===== src/rtl/div_pkg.sv =====
// rtl/div_pkg.sv - shared state encoding and defaults for the shift/subtract divider
package div_pkg;

    typedef enum logic [1:0] {
        IDLE = 2'd0,
        CALC = 2'd1,
        FIX  = 2'd2,
        DONE = 2'd3
    } div_state_t;

    localparam int DIV_WIDTH_DEFAULT = 8;

endpackage


===== src/rtl/shift_sub_divider_shift_left_reg.sv =====
// rtl/shift_sub_divider_shift_left_reg.sv - {R,Q} register pair shifting left one bit per step
module shift_left_reg #(
    parameter int WIDTH = 8
) (
    input  logic             Clk,
    input  logic             Reset,
    input  logic             Load_En,
    input  logic             Clr_En,
    input  logic             Shift_En,
    input  logic [WIDTH-1:0] Load_R,
    input  logic [WIDTH-1:0] Load_Q,
    input  logic [WIDTH-1:0] R_In,
    input  logic             Q_Bit,
    output logic [WIDTH-1:0] R,
    output logic [WIDTH-1:0] Q
);

    logic [WIDTH-1:0] r_q, r_d;
    logic [WIDTH-1:0] q_q, q_d;

    // Clr_En overrides the R half of a load so a start only needs Load_Q.
    always_comb begin
        r_d = r_q;
        q_d = q_q;
        if (Load_En) begin
            q_d = Load_Q;
            r_d = Clr_En ? '0 : Load_R;
        end else if (Clr_En) begin
            r_d = '0;
        end else if (Shift_En) begin
            r_d = R_In;
            q_d = {q_q[WIDTH-2:0], Q_Bit};
        end
    end

    always_ff @(posedge Clk) begin
        if (Reset) begin
            r_q <= '0;
            q_q <= '0;
        end else begin
            r_q <= r_d;
            q_q <= q_d;
        end
    end

    assign R = r_q;
    assign Q = q_q;

endmodule


===== src/rtl/shift_sub_divider.sv =====
// rtl/shift_sub_divider.sv - iterative restoring divider; SHIFT_SUB_DIVIDER_SIGNED_EN adds signed operands
module shift_sub_divider
    import div_pkg::*;
#(
    parameter int WIDTH = DIV_WIDTH_DEFAULT
) (
    input  logic             Clk,
    input  logic             Reset,
    input  logic             Run,
    input  logic [WIDTH-1:0] Dividend,
    input  logic [WIDTH-1:0] Divisor,
    output logic [WIDTH-1:0] Quotient,
    output logic [WIDTH-1:0] Remainder,
    output logic             Busy,
    output logic             Done,
    output logic             DivByZero
);

    localparam int CW = $clog2(WIDTH) + 1;

    div_state_t       state_q, state_d;
    logic [WIDTH-1:0] d_q, d_d;
    logic [CW-1:0]    count_q, count_d;
    logic             dbz_q, dbz_d;

    logic [WIDTH-1:0] r_cur, q_cur;
    logic [WIDTH-1:0] r_shift, r_next;
    logic [WIDTH:0]   trial;
    logic             q_bit;
    logic             load_en, clr_en, shift_en;
    logic [WIDTH-1:0] load_r, load_q;
    logic [WIDTH-1:0] dividend_mag, divisor_mag;

`ifdef SHIFT_SUB_DIVIDER_SIGNED_EN
    logic sa_q, sa_d, sb_q, sb_d;
    assign dividend_mag = Dividend[WIDTH-1] ? -Dividend : Dividend;
    assign divisor_mag  = Divisor[WIDTH-1]  ? -Divisor  : Divisor;
`else
    assign dividend_mag = Dividend;
    assign divisor_mag  = Divisor;
`endif

    // A non-negative trial difference means the divisor fits: keep it and set the quotient bit.
    assign r_shift = {r_cur[WIDTH-2:0], q_cur[WIDTH-1]};
    assign trial   = {1'b0, r_shift} - {1'b0, d_q};
    assign q_bit   = ~trial[WIDTH];
    assign r_next  = q_bit ? trial[WIDTH-1:0] : r_shift;

    shift_left_reg #(.WIDTH(WIDTH)) u_rq (
        .Clk      (Clk),
        .Reset    (Reset),
        .Load_En  (load_en),
        .Clr_En   (clr_en),
        .Shift_En (shift_en),
        .Load_R   (load_r),
        .Load_Q   (load_q),
        .R_In     (r_next),
        .Q_Bit    (q_bit),
        .R        (r_cur),
        .Q        (q_cur)
    );

    always_comb begin
        state_d  = state_q;
        d_d      = d_q;
        count_d  = count_q;
        dbz_d    = dbz_q;
        load_en  = 1'b0;
        clr_en   = 1'b0;
        shift_en = 1'b0;
        load_r   = '0;
        load_q   = dividend_mag;
        Busy     = 1'b0;
        Done     = 1'b0;
`ifdef SHIFT_SUB_DIVIDER_SIGNED_EN
        sa_d     = sa_q;
        sb_d     = sb_q;
`endif
        case (state_q)
            IDLE: begin
                if (Run) begin
                    load_en = 1'b1;
                    clr_en  = 1'b1;
                    d_d     = divisor_mag;
                    count_d = '0;
                    dbz_d   = (Divisor == '0);
`ifdef SHIFT_SUB_DIVIDER_SIGNED_EN
                    sa_d    = Dividend[WIDTH-1];
                    sb_d    = Divisor[WIDTH-1];
`endif
                    state_d = CALC;
                end
            end
            CALC: begin
                Busy     = 1'b1;
                shift_en = 1'b1;
                count_d  = count_q + 1'b1;
                if (count_q == CW'(WIDTH - 1)) begin
`ifdef SHIFT_SUB_DIVIDER_SIGNED_EN
                    state_d = FIX;
`else
                    state_d = DONE;
`endif
                end
            end
`ifdef SHIFT_SUB_DIVIDER_SIGNED_EN
            FIX: begin
                Busy    = 1'b1;
                load_en = 1'b1;
                load_q  = (sa_q ^ sb_q) ? -q_cur : q_cur;
                load_r  = sa_q ? -r_cur : r_cur;
                state_d = DONE;
            end
`endif
            DONE: begin
                Done = 1'b1;
                if (!Run) state_d = IDLE;
            end
            default: state_d = IDLE;
        endcase
    end

    always_ff @(posedge Clk) begin
        if (Reset) begin
            state_q <= IDLE;
            d_q     <= '0;
            count_q <= '0;
            dbz_q   <= 1'b0;
`ifdef SHIFT_SUB_DIVIDER_SIGNED_EN
            sa_q    <= 1'b0;
            sb_q    <= 1'b0;
`endif
        end else begin
            state_q <= state_d;
            d_q     <= d_d;
            count_q <= count_d;
            dbz_q   <= dbz_d;
`ifdef SHIFT_SUB_DIVIDER_SIGNED_EN
            sa_q    <= sa_d;
            sb_q    <= sb_d;
`endif
        end
    end

    assign Quotient  = q_cur;
    assign Remainder = r_cur;
    assign DivByZero = dbz_q;

endmodule


===== config.mk =====
export PLATFORM = sky130hd
export DESIGN_NAME = shift_sub_divider
export DESIGN_NICKNAME = d
export VERILOG_FILES = /design/src/rtl/div_pkg.sv /design/src/rtl/shift_sub_divider_shift_left_reg.sv /design/src/rtl/shift_sub_divider.sv
export SDC_FILE = /design/constraint.sdc
export NUM_CORES = 1
export LEC_CHECK = 0
export BUFFER_PORTS_ARGS = -buffer_cell sky130_fd_sc_hd__buf_2
export CORE_UTILIZATION = 59
export DETAILED_ROUTE_END_ITERATION = 10
export GPL_TIMING_DRIVEN = 0
export PLACE_DENSITY_LB_ADDON = 0.2
export RECOVER_POWER = 25
export SLEW_MARGIN = 0
export SYNTH_ARGS = -nofsm -noshare
export SYNTH_HDL_FRONTEND = slang
export SYNTH_HIERARCHICAL = 1
export SYNTH_SLANG_ARGS = --single-unit

===== constraint.sdc =====
create_clock -name Clk -period 5.7 [get_ports Clk]
set_input_delay 0.285 -clock Clk [delete_from_list [all_inputs] [get_ports Clk]]
set_output_delay 0.285 -clock Clk [all_outputs]
set_load 0.02 [all_outputs]

==> results of run 1 <==
-- sequential cells by signal, summed over array words and instances (netlist names) --
| name | count |
|---|---|
| u_rq/R | 8 |
| u_rq/Q | 8 |
| DivByZero | 1 |
| count_q | 4 |
| d_q | 8 |
| state_q | 2 |
-- power by group through the flow --
stage | clock network (mW) | registers, mW | logic [mW]
final | 0.130 | 0.248 | 0.223
after global routing | 0.146 | 0.251 | 0.245
after CTS | 0.136 | 0.248 | 0.225
after detailed placement | 0 | 0.253 | 0.224
after global placement | 0 | 0.253 | 0.220
after floorplan | 0 | 0.266 | 0.161
-- cells by family (layout without fill, tap and decap cells) --
| group | after synthesis | in the layout |
|---|---|---|
| flops | 31 | 31 |
| mux | 8 | 8 |
| simple gates | 93 | 93 |
| buf+inv | 30 | 74 |
| compound gates | 49 | 49 |
| fa+ha+maj | 10 | 10 |
| other cells | 1 | 8 |
| xor+xnor | 3 | 3 |
-- cells in the final DEF, fill, tap and decap left out, types with 2 or more instances in the layout --
cell       count
clkbuf_4       5
a2111oi_2     15
or3_1          2
nor2_1        28
nand3_1        2
clkbuf_1      14
o21ai_0        4
o21a_1         2
nand2b_1       2
buf_2         29
nor2b_1       10
ha_1           9
a22oi_1        2
inv_1         19
nor3b_1       11
nor3_1         6
nor3_2         3
conb_1         8
nand2_1       22
mux2i_1        3
nor4_1         2
xnor2_1        2
dfxtp_1       31
buf_6          2
mux2_2         5
a21oi_1       16
-- per-stage QoR --
step | total power, mW | hold slack (ns)
final | 0.6014 | 0.1906
after CTS | 0.6093 | 0.1757
after floorplan | 0.4271 | 0.3539
after detailed placement | 0.4773 | 0.4469
after global routing | 0.6418 | 0.1801
after global placement | 0.4726 | 0.4423
-- worst max-delay path, delay by kind of cell (launching register included) --
kind | cells | cell delay [ns]
compound gates | 3 | 0.78
simple gates | 2 | 0.46
buf+inv | 1 | 0.07
flops | 1 | 0.37
mux | 1 | 0.39
fa+ha+maj | 2 | 0.62
-- layout make-up --
class	count	area share (%)
Clock inverter	1	0.2228
Clock buffer	6	2.284
Inverter	20	3.343
Timing Repair Buffer	37	7.688
Tap cell	44	2.451
Sequential cell	31	27.63
Buffer	10	2.953
Multi-Input combinational cell	171	53.43
-- how the worst max path moves through the flow --
stage | to | cells past startpoint
final | u_rq/R[6] | 9
after detailed placement | u_rq/R[6] | 9
after floorplan | u_rq/R[2] | 9
after global placement | u_rq/R[4] | 9
after CTS | u_rq/R[6] | 9
after global routing | u_rq/R[6] | 9
-- layer usage --
metal / wire (microns) / vias up / global-route usage (%) / part of all wire, %
li1: - / 889 / - / -
met1: 1744 / 750 / 30.16 / 45
met2: 1896 / 32 / 42.70 / 49
met3: 186 / 8 / 7.642 / 4.8
met4: 65 / 0 / 7.143 / 1.7
met5: 0 / - / 0 / 0
-- synth_stat cells (4+ instances only) --
cell type  number
dfxtp_1        31
nor2_1         28
nand2_1        22
inv_1          19
a21oi_1        16
a2111oi_2      15
nor3b_1        11
nor2b_1        10
ha_1            9
nor3_1          6
mux2_2          5
clkbuf_1        4
o21ai_0         4
==> metrics list, run 1 <==
* Worst hold path endpoint: d_q[1]
- Across the run, the number of max-cap violations was 0.
- Transition time at the pin with the least slew margin: 0.8780 ns
- The initial antenna violation count is 0.
- Post-Synthesis Mean Instance Area: 8.603 sq um
- Cells along the critical path: inv_1, ha_1, fa_1, nand2b_1, a21o_1, a211oi_4, mux2_2, nor3b_1, a2111oi_2
- The detailed router finished its first iteration with 45 violations.
* Sink count of the clock tree: 31
- Detailed placement finished with a half-perimeter wire length of between 2000 and 3000 microns.
* GRT overflow: 0
- The analysis attributes to net switching a power of 212.3 uW.
- Final hold violation count: 0
- In this run switching power makes up 35.30% of total power.
- Mean routed wirelength per cell: ~12 microns
- The share of total power dissipated in combinational logic is 37.1%.
* Area share of xor/xnor cells in the synthesized design: under 10%
- Yosys mapped a number of flops with a built-in enable equal to 0.
- Final net count: 305
* Startpoint-to-endpoint class of the critical path: flip-flop to flip-flop
- Clock buffer count from CTS: 5
- Worst-case setup slack after placement: between 2 and 3 ns
- CTS tree: built
- Maximum vdd drop: about 0.18 mV
- Worst R2R Start: u_rq/Q[7]
- Yosys warning total: 6
* Final instance count without filler cells: between 300 and 400
- Final antenna diode count: 0
- Worst-case register-to-register setup slack: 2.88 ns
* I/O pin cnt: 38
* Overall die area: approximately 0.0035 sq mm
- In this run the number of H-tree levels came out at 2.
- In this run the worst path has a maximum fanout of 9.
- Layout Area Growth over Synthesis: 16.03%
* Fraction of power consumed by sequential logic: 41.2%
- Using the TritonRoute via totals, the vias-per-cell ratio works out to 5.247.
* Area share of the largest cell type after synthesis: 32.06%
- In the routed design, unresolved DRC markers number 0.
- Counting the fill cells in the layout gives 268.
- Kind of start point of the critical path: flip-flop
- CTS Buffer Depth: 2
* Run status: finished clean
* Multiplexer share of the synthesized area: ~4.5%
* Post-Synth Adder-Cell Area: slightly below 7%
- The routed design could run at a clock period as short as approximately 2.8 ns.
- Critical Path Slowest Stage Cell: a211oi_4
* Critical Path Start: u_rq/Q[7]
* Count of buffers inserted at the top-level ports: 37
- Synth unique cells: 45
* Setup TNS: 0 ns
- In the finished design, the share of the clock period the worst path needs comes to 49.49%.
* Main combinational cell family by area after synthesis: simple AND/OR/NAND/NOR gates
- Post-cts hold buffer count: 0
- Counting flops with an async set or reset pin after synthesis yields a share of 0%.
* Antenna viol nets, final: 0
* Buffers inserted by post-CTS timing repair: 0
- Depth of the worst register-to-register path: 9
- On the worst path, the slowest cell contributes a delay of 0.50 ns.
- The synthesized netlist occupies a cell area of 0.001936 sq mm.
- In this run, post-CTS repair resized a total of 0 instances.
* Pins Over Slew Limit: 0
- After detailed routing, the total wire length is 3894 microns.
- Setup slack of the critical path after layout: 2.879 ns
- After synthesis the netlist holds a flip-flop and latch count of 31.
- Routability Congestion: 0.8106
- The largest total area in the synthesized netlist belongs to dfxtp_1.
- Derived from the worst setup path, the maximum achievable clock frequency is around 350 MHz.
* Maximum number of pins on one net before global-route repair: 18
- Hold path startpoint: Divisor[1]
* Post-Place Cell Area: 0.002202 sq mm
- In this run, placement finished with an instance count of 313.
- Remaining max-slew budget at the tightest pin: between 40% and 50%
- FF/Latch Area: 620.6 sq um
- After clock tree synthesis, the clock-pin slew on the worst setup and hold paths is 0.09 ns.
* Total number of placement rows: 20
- The final route contains around 1,700 vias.
- In this run the critical register-to-register path is captured at u_rq/R[6].
- Endpoint class of the critical path: flip-flop
* Area taken by multi-input logic gates: ~0.0012 sq mm
- Skew-Pair Late Insertion Delay: 0.33 ns
* Critical path required time: approximately 5.9 ns
* Simple-gate portion of the synthesized area: 24.43%
- Cell-internal power: 389.1 uW
- For this run, the register share of the synthesized area comes to 32.06%.
- Synthesized-area fraction occupied by ao, oa, aoi and oai cells: 23.34%
- Ranked by total cell area, the synthesized netlist is headed by dfxtp_1 32%, a2111oi_2 12%, ha_1 5.8%.
- Core Util, Final: 72.97%
- Cell chosen for the clock root: clkbuf_4
- Setup repair after global routing left no endpoint under its margin.
- After technology mapping, the gate count stands at 225.
- Number of setup violations in the final report: 0
- Data arrives at the worst endpoint at 3.01 ns.
- Share of total power in the clock network: 21.7%
* Initial Utilization: 62.89%
* Kind of path behind the tightest hold check: input port to flip-flop
* Leak pwr: around 0.88 nW
- Fraction of final layout cells sized beyond drive strength 1: between 20% and 30%
* Wire length of the first global-routing pass: 6548 microns
- The number of global-route vias before repair came to 1,509.
- Chip Width: 59.28 microns
* Cell count of the worst hold path: 3
- The core region is a little over 0.003 sq mm.
- Drt first pass iters: 4
* Power density of the placed cells: 267.8 mW/mm^2
* Commonest register cell after synthesis: dfxtp_1
- Global routing consumed, over all layers together, approximately a quarter of the routing resources.
* Final Skew: 0.008810 ns
- Post-route standard cell area excluding fillers: 0.002246 sq mm
- Die H: 59.28 microns
No activity file was read; power rests on OpenSTA's default activity.
==> inputs of run 2 (changes only) <==
--- a/config.mk
+++ b/config.mk
@@ -6,7 +6,7 @@
 export NUM_CORES = 1
 export LEC_CHECK = 0
 export BUFFER_PORTS_ARGS = -buffer_cell sky130_fd_sc_hd__buf_2
-export CORE_UTILIZATION = 59
+export CORE_UTILIZATION = 55
 export DETAILED_ROUTE_END_ITERATION = 10
 export GPL_TIMING_DRIVEN = 0
 export PLACE_DENSITY_LB_ADDON = 0.2
==> constraint.sdc (replaced) <==
create_clock -name Clk -period 2.6 [get_ports Clk]
set_input_delay 0.13 -clock Clk [delete_from_list [all_inputs] [get_ports Clk]]
set_output_delay 0.13 -clock Clk [all_outputs]
set_load 0.02 [all_outputs]
==> metrics list, run 2 (synthesized netlist as in run 1, its figures left out) <==
* Most used cells in the layout excluding fill and tap cells: 30 x dfxtp_1, 29 x buf_2, 28 x nor2_1
- The worst setup path is captured at a flip-flop.
* Layout filler cell count: 310 (+16%)
* Total number of placement rows: 21 (+5.0%)
* Vias in the first global route: 1,533 (+1.6%)
- Final antenna diode count: 0 (unchanged)
- The total track usage came to 23.65% (-1.4 points).
- Number of setup violations in the final report: 0 (unchanged)
- Drt first pass iters: 4 (unchanged)
- Overall die area: 0.003761 sq mm (+7.0%)
- Skew-Pair Late Insertion Delay: 0.33 ns (about the same)
- Detail-routed via count per cell: 5.318 (+1.4%)
* Share of total power in the clock network: 26.4% (+4.7 points)
- Net switching component of the power: 503.7 uW (+140%)
* Kind of path behind the tightest hold check: input port to flip-flop
* Fraction of power consumed by sequential logic: 36.4% (-4.8 points)
- The run finished with clean final reports.
- Count of placed standard cells including taps: 315 (+0.64%)
- Power density of the placed cells: 637.1 mW/mm^2 (+140%)
- Maximum fanout count along the critical path: 8 (-1)
- The leakage power figure is 0.9221 nW (+5.3%).
- Die H: 61.33 microns (+3.5%)
- The detailed-route via count is 1,739 (+3.6%).
- The number of nets in the finished design was 309 (+1.3%).
- The normalized max-slew margin was 43.30% (+2.0 points).
- Fraction of final layout cells sized beyond drive strength 1: 27.76% (+4.2 points)
- The buffer depth of the longest clock path is 2 (unchanged).
* Max H-tree Level: 2 (unchanged)
- Count of buffers inserted at the top-level ports: 37 (unchanged)
* CTS tree: built
* Min Tclk post-route: 2.497 ns (-0.3243 ns)
- The required time of the critical path is 2.79 ns (-3.10 ns).
- Post-cts hold buffer count: 0 (unchanged)
- Leaving out fill and tap cells, the most frequent cell in the layout is dfxtp_1.
* Routability Congestion: 0.7785 (-4.0%)
- The clock net sink count came to 31 (unchanged).
- The maximum clock frequency was 400.5 MHz (+13%).
* I/O pin cnt: 38 (unchanged)
- The initial antenna violation count is 0 (unchanged).
- GRT overflow: 0 (unchanged)
- The pin count of the biggest net entering global routing is 18 (unchanged).
- DRC marker count from the first detailed-route iteration: 75 (+67%)
- The setup slack of the worst register-to-register path is 0.10 ns (-2.78 ns).
- Combinational fraction of design power: 37.2% (about the same)
- The smallest hold slack is 0.04668 ns (-0.1439 ns).
* Maximum vdd drop: 0.3558 mV (+97%)
- The setup path with the least slack is of type flip-flop to flip-flop.
- Total wirelength of the detailed-routed design: 4128 microns (+6.0%)
- Data arrival time of the critical path: 2.68 ns (-0.33 ns)
- The clock skew was 0.006491 ns (-0.002319 ns).
* Kind of start point of the critical path: flip-flop
* Final critical-path share of the clock period: 96.02% (+47 points)
- The switching share of total power came to 33.63% (-1.7 points).
- The number of non-filler instances in the completed layout came to 327 (+2.2%).
* Transition time at the pin with the least slew margin: 0.8487 ns (-0.02922 ns)
* Core outline area: 0.003363 sq mm (+9.3%)
* Chip Width: 61.33 microns (+3.5%)
- The count of unresolved DRC violations after routing came to 0 (unchanged).
- Initial Utilization: 57.55% (-5.3 points)
- Clock transition at the register clock pins on the worst setup and hold paths after CTS: 0.10 ns (about the same)
- The detailed placer's ending HPWL is 3027 microns (+2.4%).
* Clock buffer count from CTS: 5 (unchanged)
* Pins Over Slew Limit: 0 (unchanged)
- Cell-internal power: 994.2 uW (+160%)
* Mean routed wirelength per cell: 12.62 microns (+3.7%)
- Relative to the synthesized area, the layout overhead comes to 21.46%.
- Max-cap violations: 0 (unchanged)
- The number of routed nets with antenna violations came to 0 (unchanged).
- Wire length of the first global-routing pass: 6492 microns (-0.86%)
- Cell chosen for the clock root: clkbuf_4
- Final hold violation count: 0 (unchanged)
run 2: cell count changes in the layout (fill, tap and decap cells not counted), sizes merged:
| cell | delta |
|---|---|
| bufinv | +1 |
| buf | +4 |
run 2: layout make-up:
cell class                      instances  area, sq um  area share, %
Clock buffer                            6        51.30          2.182
Inverter                               20        75.07          3.193
Sequential cell                        31        621.8          26.45
Clock inverter                          2        35.03          1.490
Tap cell                               46        57.56          2.448
Timing Repair Buffer                   41        206.4          8.781
Multi-Input combinational cell        171         1237          52.63
Buffer                                 10        66.31          2.821
run 2: routing by layer:
metal | global-route usage (%) | share of wire [%] | vias to the layer above
met5 | 0 | 0 | -
met4 | 11.36 | 2.2 | 0
met3 | 5.882 | 3.7 | 8
met2 | 40.37 | 50 | 39
met1 | 27.67 | 45 | 798
li1 | - | - | 894
run 2: power by group through the flow:
stage | Sequential [mW] | Clock [mW] | Combinational (mW)
CTS | 0.546 | 0.405 | 0.533
detailed placement | 0.557 | 0 | 0.506
global placement | 0.556 | 0 | 0.495
floorplan | 0.584 | 0 | 0.362
global route | 0.551 | 0.422 | 0.605
finish | 0.545 | 0.396 | 0.557
run 2: path summary, 6_finish.rpt:
check                   start         to  depth (start not counted)
hold reg to reg        d_q[4]     d_q[4]                          2
setup reg to reg    u_rq/Q[7]  u_rq/R[6]                         10
hold / removal    Dividend[0]  u_rq/Q[0]                          3
setup / recovery    u_rq/Q[7]  u_rq/R[6]                         10
run 2: worst max-delay path, stage by stage (launching register included):
cell and delay (ns):
dfxtp_2 0.34, inv_1 0.05, ha_1 0.22, fa_2 0.36
nand2b_4 0.16, a21o_4 0.23, a211oi_4 0.21, buf_6 0.17
mux2_2 0.35, nor3b_2 0.21, a2111oi_2 0.05
run 2: what timing repair did:
action                     CTS  global route
pin swaps                    1             2
buffers inserted             3             1
resized for setup            0             4
setup endpoints to repair    6             7
run 2: through the flow:
step	instance area [sq um]	utilization, %	setup TNS, ns	power [mW]	setup WS, ns
floorplan	1983	-	0	0.9451	0.02669
global placement	2226	66.18	-0.5349	1.052	-0.1168
detailed placement	2226	66.18	-0.5775	1.063	-0.1251
CTS	2335	69.42	0	1.483	0.04574
global route	2351	69.90	-0.01562	1.579	-0.01562
finish	2351	69.90	0	1.498	0.1034
==> inputs of run 3 (changes only) <==
--- a/config.mk
+++ b/config.mk
@@ -5,6 +5,7 @@
 export SDC_FILE = /design/constraint.sdc
 export NUM_CORES = 1
 export LEC_CHECK = 0
+export ABC_AREA = 1
 export BUFFER_PORTS_ARGS = -buffer_cell sky130_fd_sc_hd__buf_2
 export CORE_UTILIZATION = 55
 export DETAILED_ROUTE_END_ITERATION = 10
==> metrics list, run 3 <==
- Chip Width: 62.35 microns (+1.7%)
- The final-report setup violation count came to 0 (unchanged).
* DRC violations left: 0 (unchanged)
- Cell chosen for the clock root: clkbuf_4
- In this run the critical register-to-register path is launched from u_rq/Q[7].
- The detailed-route wire length is 4115 microns (-0.31%).
* Mapped Area: 0.002003 sq mm (+3.5%)
- The number of synthesized flops with an enable pin was 0 (unchanged).
- Worst-case register-to-register setup slack: 0.44 ns (+0.34 ns)
* Most common cell after layout, fill and taps aside: nand2_1
- The top cell type's share of synthesized area came to 30.98% (-1.1 points).
- The fraction of layout cells with a size suffix above 1 is 18.08% (-9.7 points).
* Depth of the worst register-to-register path: 15 (+5)
- Min Tclk post-route: 2.161 ns (-0.3353 ns)
- Number of antenna violations at the first check in global routing: 0 (unchanged)
* Clock transition at the register clock pins on the worst setup and hold paths after CTS: 0.11 ns (about the same)
* Final hold violation count: 0 (unchanged)
- The count of buffers from port buffering came to 37 (unchanged).
- The post-route standard cell area excluding fillers came to 0.002345 sq mm (-0.27%).
- Die H: 62.35 microns (+1.7%)
* Part of the Yosys area used for sequential elements: 30.98% (-1.1 points)
* Last element of the critical path: u_rq/R[7]
- Compared with the post-synthesis result, the final layout area differs by 17.05%.
* RR Endpoint: u_rq/R[7]
- The part of the cycle the worst path needs was 83.13% (-13 points).
- The worst setup path is captured at a flip-flop.
- Remaining max-slew budget at the tightest pin: 61.25% (+18 points)
* Detailed Place HPWL: 3124 microns (+3.2%)
* Layer with the highest usage after global routing: met2
* Clock buffer count from CTS: 5 (unchanged)
* Maximum number of pins on one net before global-route repair: 11 (-7)
* All-layer global routing usage: 23.55% (-0.094 points)
- The sum of overflow across all layers after global routing came to 0 (unchanged).
* Switching portion of total power: 35.61% (+2.0 points)
- Max H-tree Level: 2 (unchanged)
* Detail-routed via count per cell: 4.880 (-8.2%)
- The met1 track utilization from global routing is 27.98% (+0.31 points).
- The core box area came to 0.003416 sq mm (+1.6%).
* Post-Synthesis Mean Instance Area: 6.633 sq um (-23%)
* Power density of the placed cells: 615.9 mW/mm^2 (-3.3%)
* Vias in the first global route: 1,756 (+15%)
- Overall die area: 0.003888 sq mm (+3.4%)
* Skew-Pair Late Insertion Delay: 0.33 ns (about the same)
* Data arrival time of the critical path: 2.43 ns (-0.25 ns)
- In the post-synthesis netlist, the biggest area contributors are dfxtp_1 31%, nand2_1 18%, inv_1 6.7%.
* Mean routed wirelength per cell: 10.29 microns (-19%)
- CTS-repair resized insts: 0 (unchanged)
- The logic gate share of total power came to 35.4% (-1.8 points).
- The clock skew came to 0.01088 ns (+0.004391 ns).
* Post-synthesis sequential element count: 31 (unchanged)
- Initial Utilization: 58.64% (+1.1 points)
- The weighted congestion reported at the end of routability-driven placement was 0.8220 (+5.6%).
- Maximum fanout count along the critical path: 10 (+2)
- The reported max-cap violation count was 0 (unchanged).
- Commonest register cell after synthesis: dfxtp_1
- Transition time at the pin with the least slew margin: 0.5791 ns (-0.2696 ns)
* Run status: finished clean
- Max frequency: 462.7 MHz (+16%)
- The final total negative setup slack came to 0 ns (unchanged).
- The detailed-route via count was 1,952 (+12%).
* CTS tree: built
- The leakage power figure was 1.181 nW (+28%).
* CTS Buffer Depth: 2 (unchanged)
* Met3 usage: 3.860% (-2.0 points)
* Net switching component of the power: 514.2 uW (+2.1%)
- Post-Place Cell Area: 0.002272 sq mm (+2.1%)
* Share of total power in the clock network: 27.4% (+1.0 points)
* Kind of path behind the tightest hold check: input port to flip-flop
- The required time of the critical path was 2.86 ns (+0.07 ns).
- The critical path starts at u_rq/Q[7].
* Wire length of the first global-routing pass: 7403 microns (+14%)
* Pins Over Slew Limit: 0 (unchanged)
- Counting instances in the post-synthesis netlist gives the leading cell types as 95 x nand2_1, 36 x inv_1, 31 x dfxtp_1.
* Antenna viol nets, final: 0 (unchanged)
- I/O pin cnt: 38 (unchanged)
* Most repeated cell in the gate-level netlist after synthesis: nand2_1
* Most used cells in the layout excluding fill and tap cells: 95 x nand2_1, 36 x inv_1, 31 x dfxtp_1
- Most area-hungry cell type in the Yosys netlist: dfxtp_1
* Final net count: 382 (+24%)
- Async set or reset register ratio after synthesis: 0% (unchanged)
- The worst setup path is launched from a flip-flop.
- The cell row count came to 21 (unchanged).
* Fraction of power consumed by sequential logic: 37.2% (+0.8 points)
* DRC marker count from the first detailed-route iteration: 116 (+55%)
* Post-cts hold buffer count: 0 (unchanged)
* Drt first pass iters: 4 (unchanged)
- Setup repair after global routing missed its margin: no
- The final-layout fill cell count is 327 (+5.5%).
- Final antenna diode count: 0 (unchanged)
- Cell-internal power: 929.9 uW (-6.5%)
- Gate count of the mapped netlist: 302 (+34%)
- Buffers inserted by post-CTS timing repair: 0 (-3)
- Met2 usage: 42.58% (+2.2 points)
- The worst setup path is of the flip-flop to flip-flop kind.
- The clock net sink count was 31 (unchanged).
- The peak ir drop on the vdd network is 0.3177 mV (-11%).
- Synth unique cells: 31 (-31%)
- The number of synthesis warnings was 6 (unchanged).
-- run 3: cell types whose count changed after synthesis, sizes merged, moves of 10 or more --
cell	previous run	this run
a2111oi	16	0
nand3	2	24
nor2b	10	0
inv	19	41
nand3b	0	10
o21ai	4	21
nor3b	11	0
nand2	22	100
-- run 3: power groups by stage --
stage          sequential [mW]  combinational [mW]  clock (mW)
6_report                 0.537               0.512       0.396
5_1_grt                  0.542               0.587       0.429
4_1_cts                  0.537               0.516       0.401
3_5_place_dp             0.548               0.515           0
3_3_place_gp             0.547               0.502           0
2_1_floorplan            0.567               0.380           0
-- run 3: cell families (layout without fill, tap and decap cells) --
kind of cell | count (synthesis) | in the layout | share of synthesized area, %
simple gates | 166 | 166 | 37.91
buf+inv | 48 | 93 | 11.24
compound gates | 44 | 44 | 12.18
flops | 31 | 31 | 30.98
fa+ha+maj | 10 | 10 | 6.621
xor+xnor | 2 | 2 | 0.8746
other cells | 1 | 8 | 0.1872
-- run 3: cell type report --
class / instances / area [sq um] / share of cell area, %
plain buffers: 7 / 61.31 / 2.615
clock buffers: 6 / 51.30 / 2.188
inverters: 41 / 163.9 / 6.990
multi-input cells: 230 / 1184 / 50.48
repair buffers: 37 / 171.4 / 7.311
clock inverters: 2 / 35.03 / 1.494
flip-flops and latches: 31 / 620.6 / 26.47
well taps: 46 / 57.56 / 2.455
-- run 3: critical path: stages, from the launching register on --
cell and delay [ns]:
dfxtp_1 0.36, inv_1 0.08, ha_1 0.22, fa_1 0.37, inv_1 0.07, nand2_1 0.06
nand2_1 0.14, nand3_4 0.13, nand2_2 0.11, buf_6 0.14, nand3_1 0.09, nand2_1 0.06
o21ai_0 0.10, nand2_1 0.07, inv_1 0.03, nor2_1 0.06
-- run 3: per-stage QoR --
stage | hold WS (ns) | power [mW] | cells | utilization, % | worst slack (ns)
2_1_floorplan | 0.1991 | 0.9469 | 309 | - | 0.5053
3_3_place_gp | 0.3956 | 1.049 | 392 | 66.52 | 0.4750
3_5_place_dp | 0.4041 | 1.062 | 392 | 66.52 | 0.4644
4_1_cts | 0.04418 | 1.454 | 400 | 69.05 | 0.4232
5_1_grt | 0.03178 | 1.558 | 400 | 68.64 | 0.1870
6_report | 0.05055 | 1.444 | 400 | 68.64 | 0.4387
-- run 3: how the worst min path moves through the flow --
stage / start / endpoint / cells past startpoint
2_1_floorplan: Reset / DivByZero / 1
3_3_place_gp: Reset / state_q[1] / 2
3_5_place_dp: Reset / state_q[1] / 2
4_1_cts: Reset / state_q[1] / 2
5_1_grt: Reset / count_q[1] / 2
6_report: Reset / state_q[1] / 2
-- run 3: metal layers --
layer | part of all wire [%] | vias up
met4 | 1.1 | 0
met3 | 3.7 | 5
met5 | 0 | -
met1 | 47 | 847
li1 | - | 1059
met2 | 49 | 41
